<file path="src/rtl/dm_access_pkg.sv">
// dm_access_pkg: shared encodings for the data-memory access unit.
// Holds the size codes, error codes and FSM state type used by dm_access and dm_lane.
package dm_access_pkg;

    localparam logic [1:0] MEMSIZE_W = 2'b00;
    localparam logic [1:0] MEMSIZE_H = 2'b01;
    localparam logic [1:0] MEMSIZE_B = 2'b10;

    localparam logic [1:0] DMERR_NONE  = 2'b00;
    localparam logic [1:0] DMERR_ALIGN = 2'b01;
    localparam logic [1:0] DMERR_TMO   = 2'b10;

    typedef enum logic [1:0] {
        DMA_IDLE = 2'b00,
        DMA_REQ  = 2'b01,
        DMA_DONE = 2'b10,
        DMA_ERR  = 2'b11
    } dma_state_e;

endpackage

</file>
<file path="src/rtl/dm_access_lane.sv">
// dm_lane: little-endian lane steering for the data-memory bus.
// Produces byte enables, replicated store data, extended load data and the misalign flag.
module dm_lane
    import dm_access_pkg::*;
(
    input  logic [1:0]  i_off,
    input  logic [1:0]  i_size,
    input  logic        i_sign,
    input  logic [31:0] i_wdata,
    input  logic [31:0] i_bus_rdata,
    output logic [3:0]  o_be,
    output logic [31:0] o_wdata,
    output logic [31:0] o_rext,
    output logic        o_misalign
);

    logic        w_half;
    logic        w_byte;
    logic        w_word;
    logic [15:0] w_hw;
    logic [7:0]  w_b;

    // reserved size code 11 falls through to word
    assign w_half     = i_size == MEMSIZE_H;
    assign w_byte     = i_size == MEMSIZE_B;
    assign w_word     = !w_half && !w_byte;
    assign w_hw       = i_off[1] ? i_bus_rdata[31:16] : i_bus_rdata[15:0];
    assign w_b        = i_off[0] ? w_hw[15:8] : w_hw[7:0];
    assign o_misalign = w_word ? |i_off : w_half & i_off[0];
    assign o_be       = w_word ? 4'b1111 : (w_half ? 4'b0011 : 4'b0001) << i_off;
    assign o_wdata    = w_word ? i_wdata : w_half ? {2{i_wdata[15:0]}} : {4{i_wdata[7:0]}};
    assign o_rext     = w_word ? i_bus_rdata
                      : w_half ? {{16{i_sign & w_hw[15]}}, w_hw}
                      : {{24{i_sign & w_b[7]}}, w_b};

endmodule

</file>
<file path="src/rtl/dm_access.sv">
// dm_access: multicycle data-memory access unit running one req/ack bus transaction per start.
// Owns the FSM, the latched request and the bus timeout counter; lane steering lives in dm_lane.
module dm_access
    import dm_access_pkg::*;
#(
    parameter int TIMEOUT = 255
) (
    input  logic        i_clk,
    input  logic        i_rst,
    input  logic        i_start,
    input  logic        i_we,
    input  logic [1:0]  i_size,
    input  logic        i_sign,
    input  logic [31:0] i_addr,
    input  logic [31:0] i_wdata,
    output logic [31:0] o_rdata,
    output logic        o_busy,
    output logic        o_done,
    output logic        o_err,
    output logic [1:0]  o_err_code,
    output logic        o_bus_req,
    output logic        o_bus_we,
    output logic [31:0] o_bus_addr,
    output logic [3:0]  o_bus_be,
    output logic [31:0] o_bus_wdata,
    input  logic [31:0] i_bus_rdata,
    input  logic        i_bus_ack
);

    dma_state_e  r_state;
    dma_state_e  w_next;
    logic [31:0] r_addr;
    logic [31:0] r_cnt;
    logic [31:0] r_rdata;
    logic [31:0] r_bus_wdata;
    logic [3:0]  r_be;
    logic [1:0]  r_size;
    logic [1:0]  r_err_code;
    logic        r_we;
    logic        r_sign;
    logic        w_idle;
    logic        w_accept;
    logic        w_ack;
    logic        w_tmo;
    logic        w_mis;
    logic [3:0]  w_be;
    logic [31:0] w_wdata;
    logic [31:0] w_rext;

    assign w_idle   = r_state == DMA_IDLE;
    assign w_accept = w_idle && i_start;
    assign w_ack    = r_state == DMA_REQ && i_bus_ack;
    // an ack arriving on the final allowed cycle wins over the timeout
    assign w_tmo    = r_state == DMA_REQ && !i_bus_ack && TIMEOUT != 0 && r_cnt == 32'(TIMEOUT - 1);

    // live inputs feed the lane logic in IDLE, latched values while the bus is busy
    dm_lane u_lane (
        .i_off       (w_idle ? i_addr[1:0] : r_addr[1:0]),
        .i_size      (w_idle ? i_size : r_size),
        .i_sign      (w_idle ? i_sign : r_sign),
        .i_wdata     (i_wdata),
        .i_bus_rdata (i_bus_rdata),
        .o_be        (w_be),
        .o_wdata     (w_wdata),
        .o_rext      (w_rext),
        .o_misalign  (w_mis)
    );

    always_ff @(posedge i_clk) begin
        if (!i_rst) r_state <= DMA_IDLE;
        else        r_state <= w_next;
    end

    always_comb begin
        w_next = r_state;
        unique case (r_state)
            DMA_IDLE: w_next = !i_start ? DMA_IDLE : w_mis ? DMA_ERR : DMA_REQ;
            DMA_REQ:  w_next = w_ack ? DMA_DONE : w_tmo ? DMA_ERR : DMA_REQ;
            default:  w_next = DMA_IDLE;
        endcase
    end

    always_ff @(posedge i_clk) begin
        if (!i_rst) begin
            r_addr      <= '0;
            r_cnt       <= '0;
            r_rdata     <= '0;
            r_bus_wdata <= '0;
            r_be        <= '0;
            r_size      <= '0;
            r_err_code  <= DMERR_NONE;
            r_we        <= 1'b0;
            r_sign      <= 1'b0;
        end else begin
            if (w_accept && !w_mis) begin
                r_addr      <= i_addr;
                r_we        <= i_we;
                r_size      <= i_size;
                r_sign      <= i_sign;
                r_be        <= w_be;
                r_bus_wdata <= w_wdata;
            end
            r_cnt      <= r_state == DMA_REQ ? r_cnt + 32'd1 : '0;
            r_err_code <= w_accept && w_mis ? DMERR_ALIGN : w_tmo ? DMERR_TMO : DMERR_NONE;
            if (w_ack && !r_we) r_rdata <= w_rext;
        end
    end

    assign o_rdata     = r_rdata;
    assign o_busy      = !w_idle;
    assign o_done      = r_state == DMA_DONE || r_state == DMA_ERR;
    assign o_err       = r_state == DMA_ERR;
    assign o_err_code  = r_err_code;
    assign o_bus_req   = r_state == DMA_REQ;
    assign o_bus_we    = r_we;
    assign o_bus_addr  = {r_addr[31:2], 2'b00};
    assign o_bus_be    = r_be;
    assign o_bus_wdata = r_bus_wdata;

endmodule

</file>
<file path="config.mk">
export PLATFORM = sky130hd
export DESIGN_NAME = dm_access
export DESIGN_NICKNAME = d
export VERILOG_FILES = /design/src/rtl/dm_access_pkg.sv /design/src/rtl/dm_access_lane.sv /design/src/rtl/dm_access.sv
export SDC_FILE = /design/constraint.sdc
export NUM_CORES = 1
export LEC_CHECK = 0
export ABC_AREA = 1
export CAP_MARGIN = 20
export CORE_UTILIZATION = 52
export DETAILED_ROUTE_END_ITERATION = 7
export PLACE_DENSITY = 0.86
export SYNTH_ARGS = -nofsm -noshare
export SYNTH_HDL_FRONTEND = slang
export SYNTH_HIERARCHICAL = 1
export SYNTH_SLANG_ARGS = --single-unit
</file>
<file path="constraint.sdc">
create_clock -name i_clk -period 3.8 [get_ports i_clk]
set_input_delay 0.95 -clock i_clk [delete_from_list [all_inputs] [get_ports i_clk]]
set_output_delay 0.95 -clock i_clk [all_outputs]
set_load 0.05 [all_outputs]
</file>
Word level (Yosys, flattened, before mapping)
Index checks and enable logic that the tools add are counted.
Widths: inputs -> output; s select.
{ "classes": {"addsub": 1, "n_eq_ne": 6, "n_shift": 1, "muxes": 19, "bitwise_logic": 4, "n_reduce_logical": 19} }
{ "op_table": {"columns": ["operator", "n"], "rows": [
  ["$mux 32", 4],
  ["$add 32x1->32 const B", 1],
  ["$eq 32x8->1 const B", 1],
  ["$mux 16", 1],
  ["$mux 2", 8],
  ["$logic_and 1x1->1", 8],
  ["$mux 8", 1],
  ["$eq 2x2->1 const B", 3],
  ["$logic_not 1->1", 6],
  ["$eq 2x1->1 const B", 2],
  ["$mux 4", 1],
  ["$pmux 2 s2", 1],
  ["$reduce_or 2->1", 2],
  ["$shl 4x2->4", 1],
  ["$and 1x1->1", 3],
  ["$mux 1", 3],
  ["$logic_not 2->1", 1],
  ["$reduce_and 2->1", 1],
  ["$logic_or 1x1->1", 1],
  ["$not 1->1", 1]
]} }
{ "word_totals": {"reg_bits": 140, "elab_cells": 61} }

Logic depth before layout (Yosys ltp)
Gate-level depths: netlist of the first run.
{ "depth": {"word_depth": 9, "ltp_mapped": 15, "ltp_nobuf": 12} }

Hierarchy
The synthesis of the first run kept the hierarchy.
{ "by_module_without_submodules": {"columns": ["module", "instances", "cells_per_inst", "area_each_um2"], "rows": [
  ["dm_access", 1, 821, 5928.2],
  ["dm_lane", 1, 253, 1192.4]
]} }

Worst setup path after synthesis of the first run
OpenSTA, ideal clock, no wires.
{ "synth_path": {"path_kind": "in2reg", "start": "input i_size[0]", "end": "register r_we (netlist: o_bus_we)", "setup_ns": 0.128, "arrival_ns": 2.568, "required_ns": 3.672, "slack_ns": 1.103, "cell_stages": 12, "path_buffers": 4, "path_cell_list": "nand2_1 -> o21ai_0 -> ha_1 -> buf_2 -> clkbuf_1 -> o21ai_0 -> nand2_1 -> or2_1 -> buf_6 -> clkbuf_1 -> o21ai_0 -> a21oi_1"} }
{ "synth_via": {"elab_chain_len": 7, "elab_cells_between_ends": 10, "classes_between": "2 x eq/ne; 2 x mux; 1 x bitwise; 5 x reduce/logical"} }
{ "synth_lines": {"columns": ["item", "line_no", "rtl"], "rows": [
  ["from (decl)", "dm_access.sv:12", "input logic [1:0] i_size,"],
  ["$mux 2 *", "dm_access.sv:59", ".i_size (w_idle ? i_size : r_size),"],
  ["$eq 2x1->1 / $eq 2x2->1 (equally long branches)", "dm_access_lane.sv:24, dm_access_lane.sv:25", null],
  ["$logic_not 1->1", "dm_access_lane.sv:26", "assign w_word = !w_half && !w_byte;"],
  ["$logic_and 1x1->1", "dm_access_lane.sv:26", null],
  ["$mux 1 *", "dm_access_lane.sv:29", "assign o_misalign = w_word ? |i_off : w_half & i_off[0];"],
  ["named net w_mis", "dm_access.sv:45", "logic w_mis;"],
  ["$logic_not 1->1 *", "dm_access.sv:95", "if (w_accept && !w_mis) begin"],
  ["$logic_and 1x1->1 *", "dm_access.sv:95", null],
  ["to (signal assigned)", "dm_access.sv:97", "r_we <= i_we;"],
  ["to (decl)", "dm_access.sv:39", "logic r_we;"]
]} }
Mark *: on every way through the listed nets, which the timed path passes. The rest lies on a longest branch.
A chain may end at the register's enable or synchronous reset.

Worst setup path after layout of the first run
{ "layout_path": {"start": "input i_size[1]", "end": "register r_bus_wdata[11] (netlist: o_bus_wdata[11])"} }
{ "layout_via": {"elab_cells_between_ends": 12, "classes_between": "2 x eq/ne; 4 x mux; 1 x bitwise; 5 x reduce/logical"} }
{ "layout_rtl": {"columns": ["item", "line_no", "rtl"], "rows": [
  ["$mux 2 *", "dm_access.sv:59", null],
  ["$eq 2x1->1 / $eq 2x2->1 (equally long branches)", "dm_access_lane.sv:24, dm_access_lane.sv:25", null],
  ["$logic_not 1->1", "dm_access_lane.sv:26", null],
  ["$logic_and 1x1->1", "dm_access_lane.sv:26", null],
  ["$mux 32 *", "dm_access_lane.sv:31", "assign o_wdata = w_word ? i_wdata : w_half ? {2{i_wdata[15:0]}} : {4{i_wdata[7:0]}};"],
  ["named net w_wdata[11]", "dm_access.sv:47", "logic [31:0] w_wdata;"],
  ["to (signal assigned)", "dm_access.sv:101", "r_bus_wdata <= w_wdata;"],
  ["to (decl)", "dm_access.sv:35", "logic [31:0] r_bus_wdata;"]
]} }
Marked as above.

==> results by group, run 1 <==
Routing
  • Avg WL per Cell: between 10 and 15 um
  • DR iter-0 viols: about 750
  • DR vias: between 7000 and 8000
  • DRC: 0
  • Total wire length: about 19000 um
  • TritonRoute pass-1 iters: 6
  • Antenna-violating nets left: 0
  • Vias per Instance: 5.16

Min path
  • Hold Crit Class: reg2reg

Run status
  • Status: finished clean

STA
  • Worst-Margin Slew: around 0.9 ns
  • Crit path time final: 2.96 ns
  • Final Max Tran Viols: 0
  • Final setup violation count: 0
  • Max-slew headroom: about 41%
  • Hold Vio Cnt, Final: 0
  • Clock Skew: between 0.009 and 0.01 ns
  • Final period util: about 80%
  • Fmax: between 300 and 400 MHz
  • RSZ-0062 raised after global routing: no
  • Final TNS setup: 0 ns

Layout
  • Area Growth Syn to Fin: 33.8%
  • Share of layout cells above drive strength 1: approximately 4.8%
  • Antenna Cells: 0
  • Fin area: about 0.0095 mm2
  • Final #Nets: about 1300
  • Fillers: 1057

Floorplanning
  • Die height: around 120 um
  • Die X: 119 um
  • CORE AREA: around 0.013 mm2
  • Die footprint: 0.0142 mm2
  • # IOs: about 210
  • Initial Utilization: a little over half
  • Core Rows: 42

Synth
  • Asr flop ratio synth: 0%
  • Gate Count Post-Synth: 1074
  • Seq cells post-synth: 140
  • Ys flop type: dfxtp_1
  • Yosys cell types: 32
  • Area contributors post-synth: dfxtp_1 39%, nand2_1 12%, o21ai_0 9.5%
  • Synth Warn #: 6
  • Area leader, netlist: dfxtp_1
  • Area share of the largest cell type after synthesis: 39.4%
  • Seq/Total Area, Yosys: 39.4%
  • Number of flops mapped to enable cells by yosys: 0
  • Mapped Area: approximately 0.0071 mm2
  • Synth Area per Inst: approximately 6.6 um2

Pwr
  • Comb power frac: a little over a third
  • Clock group share of total power: 30.9%
  • Sw frac: about 37%
  • Sequential Power Share: between 30% and 40%
  • Power per cell area: 556 mW/mm2
  • Max VDD drop: 0.000317 V
  • Internal Power: 0.00333 W
  • NetSw: a little under 0.002 W
  • LEAKAGE: 3.73 nW

GRT
  • Total gr overflow: 0
  • First-pass GRT wire length: 31000 um
  • Vias in the first global route: 6376
  • Initial antenna violation count: 0
  • Largest net degree at the start of global routing: approximately 110
  • GR Util All Layers: a little over a quarter

Clock tree
  • Reg clk slew, reported paths: 0.06 ns
  • CTS Hold Bufs: 0
  • Post-CTS setup buffers: 0
  • Clk root buf: clkbuf_16
  • Cts repair resizes: 0
  • CTS tree: yes
  • Clock buffer depth: 2
  • CTS H-Tree Depth: 4
  • Worst skew pair latency: between 0.4 and 0.5 ns
  • CTS buffer count: 17
  • Clk sink count: 140

Setup path
  • Max Fanout on Critical Path: between 40 and 50
  • Critical Path Start Type: primary input
  • Crit. End Element: register
  • WS Path Type: in2reg
  • WP data arrival: around 3.3 ns
  • Critical Path RT: slightly above 4 ns

Place
  • Placed Area: a little under 0.009 mm2
  • Final Wtd Congestion: ~0.95
  • PortBufs: between 200 and 250
  • HPWL after detailed placement: 13700 um

Job
  • Max Cap Viol: 0
-- synth_stat cells, types with 5 or more instances --
master,instances
buf_6,10
nand2_1,236
o21ai_1,5
dfxtp_1,140
buf_4,40
xor2_1,5
clkbuf_1,35
nand3_1,28
buf_2,10
a21oi_1,118
nor2_1,148
inv_1,123
o211ai_2,7
o21ai_0,135
-- through the flow --
stage,total power [W],hold WS [ns],cells,util [%],setup WS (ns)
final,0.00530,0.442,1405,71.6,0.836
after global routing,0.00555,0.457,1405,71.6,0.659
after CTS,0.00531,0.444,1405,71.6,0.873
after detailed placement,0.00367,0.435,1373,67.3,0.549
after global placement,0.00363,0.431,1373,67.3,0.631
after floorplan,0.00317,0.424,1075,-,1.10
-- logic make-up after synthesis --
group	share of synthesized area [%]
flops	39.4
simple gates	24.4
buf+inv	15.1
xor+xnor	0.615
fa+ha+maj	0.703
compound gates	19.8
other cells	0.0527
-- critical path, stage by stage --
cell,delay (ns)
clkdlybuf4s50_1,0.48
nand2_1,0.05
o21ai_0,0.08
inv_1,0.08
ha_2,0.45
buf_4,0.48
a21oi_1,0.08
o21ai_0,0.16
o21ai_0,0.15
o21ai_0,0.23
a21oi_1,0.07
-- area by class of cell --
| type | instances | area, um2 | share of cell area, % |
|---|---|---|---|
| clock buffers | 26 | 499 | 5.24 |
| clock inverters | 6 | 83.8 | 0.880 |
| multi-input cells | 712 | 3250 | 34.1 |
| repair buffers | 218 | 2190 | 23.0 |
| flip-flops and latches | 140 | 2800 | 29.4 |
| well taps | 176 | 220 | 2.31 |
| inverters | 127 | 477 | 5.01 |
-- power by group through the flow --
stage / logic [W] / registers, W / clock network (W)
6_report: 0.00193 / 0.00173 / 0.00164
5_1_grt: 0.00207 / 0.00175 / 0.00173
4_1_cts: 0.00192 / 0.00173 / 0.00166
3_5_place_dp: 0.00190 / 0.00176 / 0
3_3_place_gp: 0.00188 / 0.00176 / 0
2_1_floorplan: 0.00106 / 0.00211 / 0
-- path summary, 6_finish.rpt --
path | startpoint | to | slack [ns] | depth (start not counted)
setup / recovery | i_size[1] | o_bus_wdata[11]$_SDFFE_PN0P_ | 0.84 | 11
hold / removal | o_bus_wdata[9]$_SDFFE_PN0P_ | o_bus_wdata[9]$_SDFFE_PN0P_ | 0.44 | 2
setup reg to reg | r_state[0]$_SDFF_PN0_ | o_bus_wdata[11]$_SDFFE_PN0P_ | 1.19 | 11
hold reg to reg | o_bus_wdata[9]$_SDFFE_PN0P_ | o_bus_wdata[9]$_SDFFE_PN0P_ | 0.44 | 2
-- cells in the final DEF (no fill, tap or decap), types with 4 or more instances in the layout --
cell             instances
clkbuf_1                 5
clkdlybuf4s50_1        207
nand3_2                  4
nand3_1                 28
nand2_1                236
o211ai_2                 7
clkbuf_8                 4
inv_1                  123
xor2_1                   5
dfxtp_1                140
clkbuf_16               17
o21ai_1                  6
nor2_1                 148
o21ai_0                134
a21oi_1                118
buf_4                    7
-- metal layers --
metal | track usage (%) | share of wire [%] | vias to the layer above
li1 | - | - | 3645
met1 | 34.5 | 43 | 3235
met3 | 6.27 | 7.4 | 52
met5 | 0 | 0 | -
met4 | 13.8 | 3.4 | 0
met2 | 44.0 | 46 | 324
-- state kept, by name (all words and copies together), names as in the netlist --
name / flops
o_bus_wdata: 32
o_rdata: 32
r_addr: 32
r_cnt: 32
o_bus_be: 4
o_err_code: 2
r_size: 2
r_state: 2
o_bus_we: 1
r_sign: 1
Note: power is estimated with default switching activity, not from simulation.
==> run 2, diff against run 1 <==
--- a/config.mk
+++ b/config.mk
@@ -7,9 +7,9 @@
 export LEC_CHECK = 0
 export ABC_AREA = 1
 export CAP_MARGIN = 20
-export CORE_UTILIZATION = 52
+export CORE_UTILIZATION = 43
 export DETAILED_ROUTE_END_ITERATION = 7
-export PLACE_DENSITY = 0.86
+export PLACE_DENSITY = 0.76
 export SYNTH_ARGS = -nofsm -noshare
 export SYNTH_HDL_FRONTEND = slang
 export SYNTH_HIERARCHICAL = 1
==> constraint.sdc (replaced) <==
create_clock -name i_clk -period 2.5 [get_ports i_clk]
set_input_delay 0.625 -clock i_clk [delete_from_list [all_inputs] [get_ports i_clk]]
set_output_delay 0.625 -clock i_clk [all_outputs]
set_load 0.05 [all_outputs]
==> run 2 against run 1 <==
  * Wire length rose by 3.9%
  * Via count rose by 0.48%
  * Final cell count rose by 4.1%
  * Flip-flop and latch count did not move
  * Critical path depth fell by 8
  * Sequential power rose by 52%
  * Clock-buffer cell count fell by 7
  * Largest cell class unchanged
==> results by group, run 2 (synthesis results as in run 1) <==
Run status
  • Status: finished clean

GRT
  • Vias in the first global route: between 6000 and 7000
  • GR Util All Layers: around a quarter
  • Initial antenna violation count: 0
  • Total gr overflow: 0
  • First-pass GRT wire length: about 31000 um
  • Largest net degree at the start of global routing: 106

Floorplanning
  • Core Rows: between 40 and 50
  • Die footprint: 0.0171 mm2
  • CORE AREA: roughly 0.016 mm2
  • Die height: 131 um
  • Die X: 131 um
  • # IOs: between 200 and 250
  • Initial Utilization: between 40 and 50%

STA
  • Fmax: 416 MHz
  • Final period util: ~96%
  • Final TNS setup: 0 ns
  • Max-slew headroom: 58.7%
  • RSZ-0062 raised after global routing: no
  • Final setup violation count: 0
  • Final Max Tran Viols: 0
  • Worst-Margin Slew: 0.614 ns
  • Hold Vio Cnt, Final: 0
  • Crit path time final: about 2.4 ns
  • Clock Skew: between 0.015 and 0.02 ns

Routing
  • DR iter-0 viols: between 500 and 600
  • Antenna-violating nets left: 0
  • Avg WL per Cell: 13.8 um
  • Vias per Instance: about 5.0
  • TritonRoute pass-1 iters: 5
  • DR vias: 7291
  • DRC: 0
  • Total wire length: about 20000 um

Layout
  • Area Growth Syn to Fin: 38.2%
  • Fillers: 1531
  • Multi-input logic area: between 0.003 and 0.004 mm2
  • Most common cell after layout, fill and taps aside: nand2_1
  • FF/Latch Area: roughly 0.0028 mm2
  • Final #Nets: approximately 1300
  • Most frequent cells in the layout: 236 x nand2_1, 205 x clkdlybuf4s50_1, 148 x nor2_1
  • Antenna Cells: 0
  • Share of layout cells above drive strength 1: between 6 and 7%

Clock tree
  • Worst skew pair latency: between 0.4 and 0.5 ns
  • CTS buffer count: 17
  • CTS tree: yes
  • Clk sink count: 140
  • Clock buffer depth: 2
  • Clk root buf: clkbuf_16
  • CTS Hold Bufs: 0
  • CTS H-Tree Depth: 4
  • Reg clk slew, reported paths: 0.06 ns

Setup path
  • WP data arrival: 1.78 ns
  • Crit. End Element: output port
  • Crit-path slowest cell: clkdlybuf4s50_1
  • Worst path max stage delay: approximately 0.79 ns
  • Critical Path RT: 1.88 ns
  • Max Fanout on Critical Path: 4
  • Critical Path Start Type: register
  • Critical-path cell list: nand2_1, inv_1, clkdlybuf4s50_1
  • WS Path Type: reg2out

Place
  • HPWL after detailed placement: about 15000 um
  • PortBufs: approximately 210
  • Final Wtd Congestion: 0.934

Job
  • Max Cap Viol: 0

Pwr
  • Max VDD drop: ~0.00051 V
  • Design Power: 0.00840 W
  • Power per cell area: 854 mW/mm2
  • LEAKAGE: slightly below 4 nW

Min path
  • Hold Crit Class: reg2reg
[run 2: area by class of cell]
cell class,instances,area share (%)
multi-input cells,712,33.0
flip-flops and latches,140,28.5
repair buffers,236,24.6
inverters,127,4.84
clock buffers,19,4.60
well taps,216,2.75
clock inverters,13,1.69
[run 2: metal layers]
metal  vias to the layer above  routed length [um]  part of all wire [%]  track usage (%)
li1                       3687                   -                     -                -
met2                       293                9540                    47             39.0
met1                      3276                8670                    43             29.5
met5                         -                   0                     0                0
met3                        35                1630                   8.1             5.90
met4                         0                 359                   1.8             8.18
[run 2: worst paths after layout]
check,endpoint,from,slack [ns],cells past startpoint
worst min-delay path,o_bus_wdata[16]$_SDFFE_PN0P_,o_bus_wdata[16]$_SDFFE_PN0P_,0.44,2
worst max-delay path,o_err,r_state[1]$_SDFF_PN0_,0.1,3
worst min register to register,o_bus_wdata[16]$_SDFFE_PN0P_,o_bus_wdata[16]$_SDFFE_PN0P_,0.44,2
worst max register to register,o_bus_wdata[29]$_SDFFE_PN0P_,r_state[0]$_SDFF_PN0_,0.23,10
[run 2: timing repair]
| action | in CTS | in global routing |
|---|---|---|
| buffers inserted | 0 | 0 |
| setup endpoints to repair | 1 | 0 |
| gates resized for setup | 1 | 0 |
[run 2: critical path: cells and delay by family, from the launching register on]
kind / cells / cell delay [ns]
buffers and inverters: 2 / 0.84
DFF: 1 / 0.43
and+or+nand+nor: 1 / 0.08
[run 2: report_power, final]
| group | switching (W) | leakage (nW) | internal (W) | total (W) |
|---|---|---|---|---|
| sequential | 0.000134 | 1.14 | 0.00250 | 0.00263 |
| clock | 0.00101 | 0.296 | 0.00163 | 0.00263 |
| combinational | 0.00199 | 2.43 | 0.00115 | 0.00314 |
[run 2: through the flow]
step | worst slack (ns) | utilization, % | area [um2] | std cells | hold slack, ns
global route | 0.0295 | 61.5 | 9840 | 1463 | 0.460
global placement | -0.0977 | 57.6 | 9220 | 1431 | 0.430
finish | 0.0959 | 61.5 | 9840 | 1463 | 0.442
floorplan | 0.0461 | - | 7120 | 1075 | 0.424
detailed placement | -0.191 | 57.6 | 9220 | 1431 | 0.434
CTS | 0.0659 | 61.5 | 9840 | 1463 | 0.444
==> run 3, diff against run 2 <==
--- a/config.mk
+++ b/config.mk
@@ -9,6 +9,8 @@
 export CAP_MARGIN = 20
 export CORE_UTILIZATION = 43
 export DETAILED_ROUTE_END_ITERATION = 7
+export GPL_ROUTABILITY_DRIVEN = 0
+export MAX_ROUTING_LAYER = met4
 export PLACE_DENSITY = 0.76
 export SYNTH_ARGS = -nofsm -noshare
 export SYNTH_HDL_FRONTEND = slang
==> run 3 against run 2 <==
  * First-iteration DRC count fell by 3.0%
  * Critical path depth unchanged
  * Core utilization is 0.30 points lower
  * Worst setup slack improved by 0.0048 ns
  * Largest power group unchanged
  * Global-route usage up 1.4 points
  * Critical endpoint unchanged
  * Clock power is essentially flat
  * Sequential power is essentially flat
  * Register-to-register slack worse by 0.02 ns
  * Non-clock buffer count did not move
  * Maximum frequency rose by 0.20%
  * Final cell count is essentially flat
==> results by group, run 3 (synthesis results as in run 1) <==
Layout
  • Share of layout cells above drive strength 1: about 6.5%
  • Area Growth Syn to Fin: 37.6%
  • Multi-input logic area: around 0.0033 mm2
  • Antenna Cells: 0
  • Fin area: 0.00979 mm2
  • Final #Nets: between 1000 and 1500
  • Fillers: 1504
  • Most frequent cells in the layout: 236 x nand2_1, 205 x clkdlybuf4s50_1, 148 x nor2_1
  • Most common cell after layout, fill and taps aside: nand2_1
  • FF/Latch Area: about 0.0028 mm2

Setup path
  • Critical Path RT: 1.88 ns
  • WP data arrival: about 1.8 ns
  • Critical Path Start Type: register
  • Max Fanout on Critical Path: 4
  • Crit. End Element: output port
  • WS Path Type: reg2out

GRT
  • Vias in the first global route: around 6600
  • Initial antenna violation count: 0
  • Total gr overflow: 0
  • First-pass GRT wire length: approximately 32000 um
  • Met1 usage: 28.3%
  • Met2 Use GR: 41.0%
  • GR Util All Layers: ~25%
  • GRT Max-Usage Layer: met2
  • GR Util met3: ~7.2%
  • Largest net degree at the start of global routing: approximately 110

Clock tree
  • CTS buffer count: 17
  • Clk sink count: 140
  • Reg clk slew, reported paths: 0.06 ns
  • Clock buffer depth: 2
  • CTS tree: yes
  • Worst skew pair latency: between 0.4 and 0.5 ns
  • Clk root buf: clkbuf_16
  • CTS Hold Bufs: 0
  • CTS H-Tree Depth: 4

Pwr
  • LEAKAGE: 3.86 nW
  • Max VDD drop: between 0.0005 and 0.0006 V
  • Power per cell area: 852 mW/mm2
  • Design Power: 0.00835 W

STA
  • Hold Vio Cnt, Final: 0
  • RSZ-0062 raised after global routing: no
  • Final setup violation count: 0
  • Final Max Tran Viols: 0
  • Final TNS setup: 0 ns
  • Max-slew headroom: a little under three fifths
  • Final worst setup slack: a little over 0.1 ns
  • Worst-Margin Slew: 0.648 ns
  • Clock Skew: around 0.0079 ns
  • Hold_ws: between 0.4 and 0.5 ns
  • Final period util: between 90% and 100%
  • Crit path time final: approximately 2.4 ns
  • Fmax: ~420 MHz

Routing
  • Total wire length: roughly 20000 um
  • TritonRoute pass-1 iters: 5
  • DRC: 0
  • DR iter-0 viols: between 500 and 600
  • Avg WL per Cell: 14.0 um
  • Antenna-violating nets left: 0
  • DR vias: 7228
  • Vias per Instance: around 5

Floorplanning
  • Initial Utilization: between 40% and 50%
  • Core Rows: 46
  • # IOs: ~210
  • Die footprint: around 0.017 mm2
  • Die X: roughly 130 um
  • CORE AREA: 0.0160 mm2
  • Die height: approximately 130 um

Place
  • HPWL after detailed placement: approximately 15000 um
  • Place WS: -0.182 ns
  • Placed Area: around 0.009 mm2
  • PortBufs: 208

Job
  • Max Cap Viol: 0

Min path
  • Hold Crit Class: reg2reg

Run status
  • Status: finished clean
[run 3: cell count changes in the layout (fill, tap and decap cells not counted), sizes merged]
cell / before / now
clkbuf: 19 / 21
clkinvlp: 3 / 1
clkinv: 7 / 6
[run 3: power breakdown]
group	internal [W]	total, W	switching (W)
registers	0.00250	0.00264	0.000136
clock network	0.00164	0.00261	0.000966
logic	0.00111	0.00310	0.00199
[run 3: final timing paths]
kind | startpoint | to | slack [ns] | cells past startpoint
worst max-delay path | r_state[1]$_SDFF_PN0_ | o_err | 0.10 | 3
worst min-delay path | o_bus_wdata[4]$_SDFFE_PN0P_ | o_bus_wdata[4]$_SDFFE_PN0P_ | 0.44 | 2
worst min register to register | o_bus_wdata[4]$_SDFFE_PN0P_ | o_bus_wdata[4]$_SDFFE_PN0P_ | 0.44 | 2
worst max register to register | r_state[1]$_SDFF_PN0_ | o_bus_wdata[7]$_SDFFE_PN0P_ | 0.21 | 10
[run 3: timing repair]
action                     4_1_cts  5_1_grt
setup endpoints to repair        1        1
gates resized for setup          1        0
pin swaps                        0        1
setup buffers                    0        1
[run 3: layout make-up]
type / count / area share (%)
repair buffers: 236 / 24.3
clock buffers: 21 / 4.80
flip-flops and latches: 140 / 28.6
clock inverters: 10 / 1.42
multi-input cells: 712 / 33.2
inverters: 127 / 4.87
well taps: 216 / 2.76
[run 3: critical path: stages, from the launching register on]
cell	delay, ns
dfxtp_1	0.43
nand2_1	0.08
inv_1	0.05
clkdlybuf4s50_1	0.79
[run 3: metal layers]
layer	vias up	part of all wire, %
li1	3675	-
met1	3260	42
met2	259	48
met3	34	8.2
met4	0	2.3
met5	-	0
[run 3: metrics by stage]
stage | std cells | util [%]
floorplan | 1075 | -
global placement | 1430 | 57.4
detailed placement | 1430 | 57.4
CTS | 1461 | 61.2
global route | 1462 | 61.2
finish | 1462 | 61.2
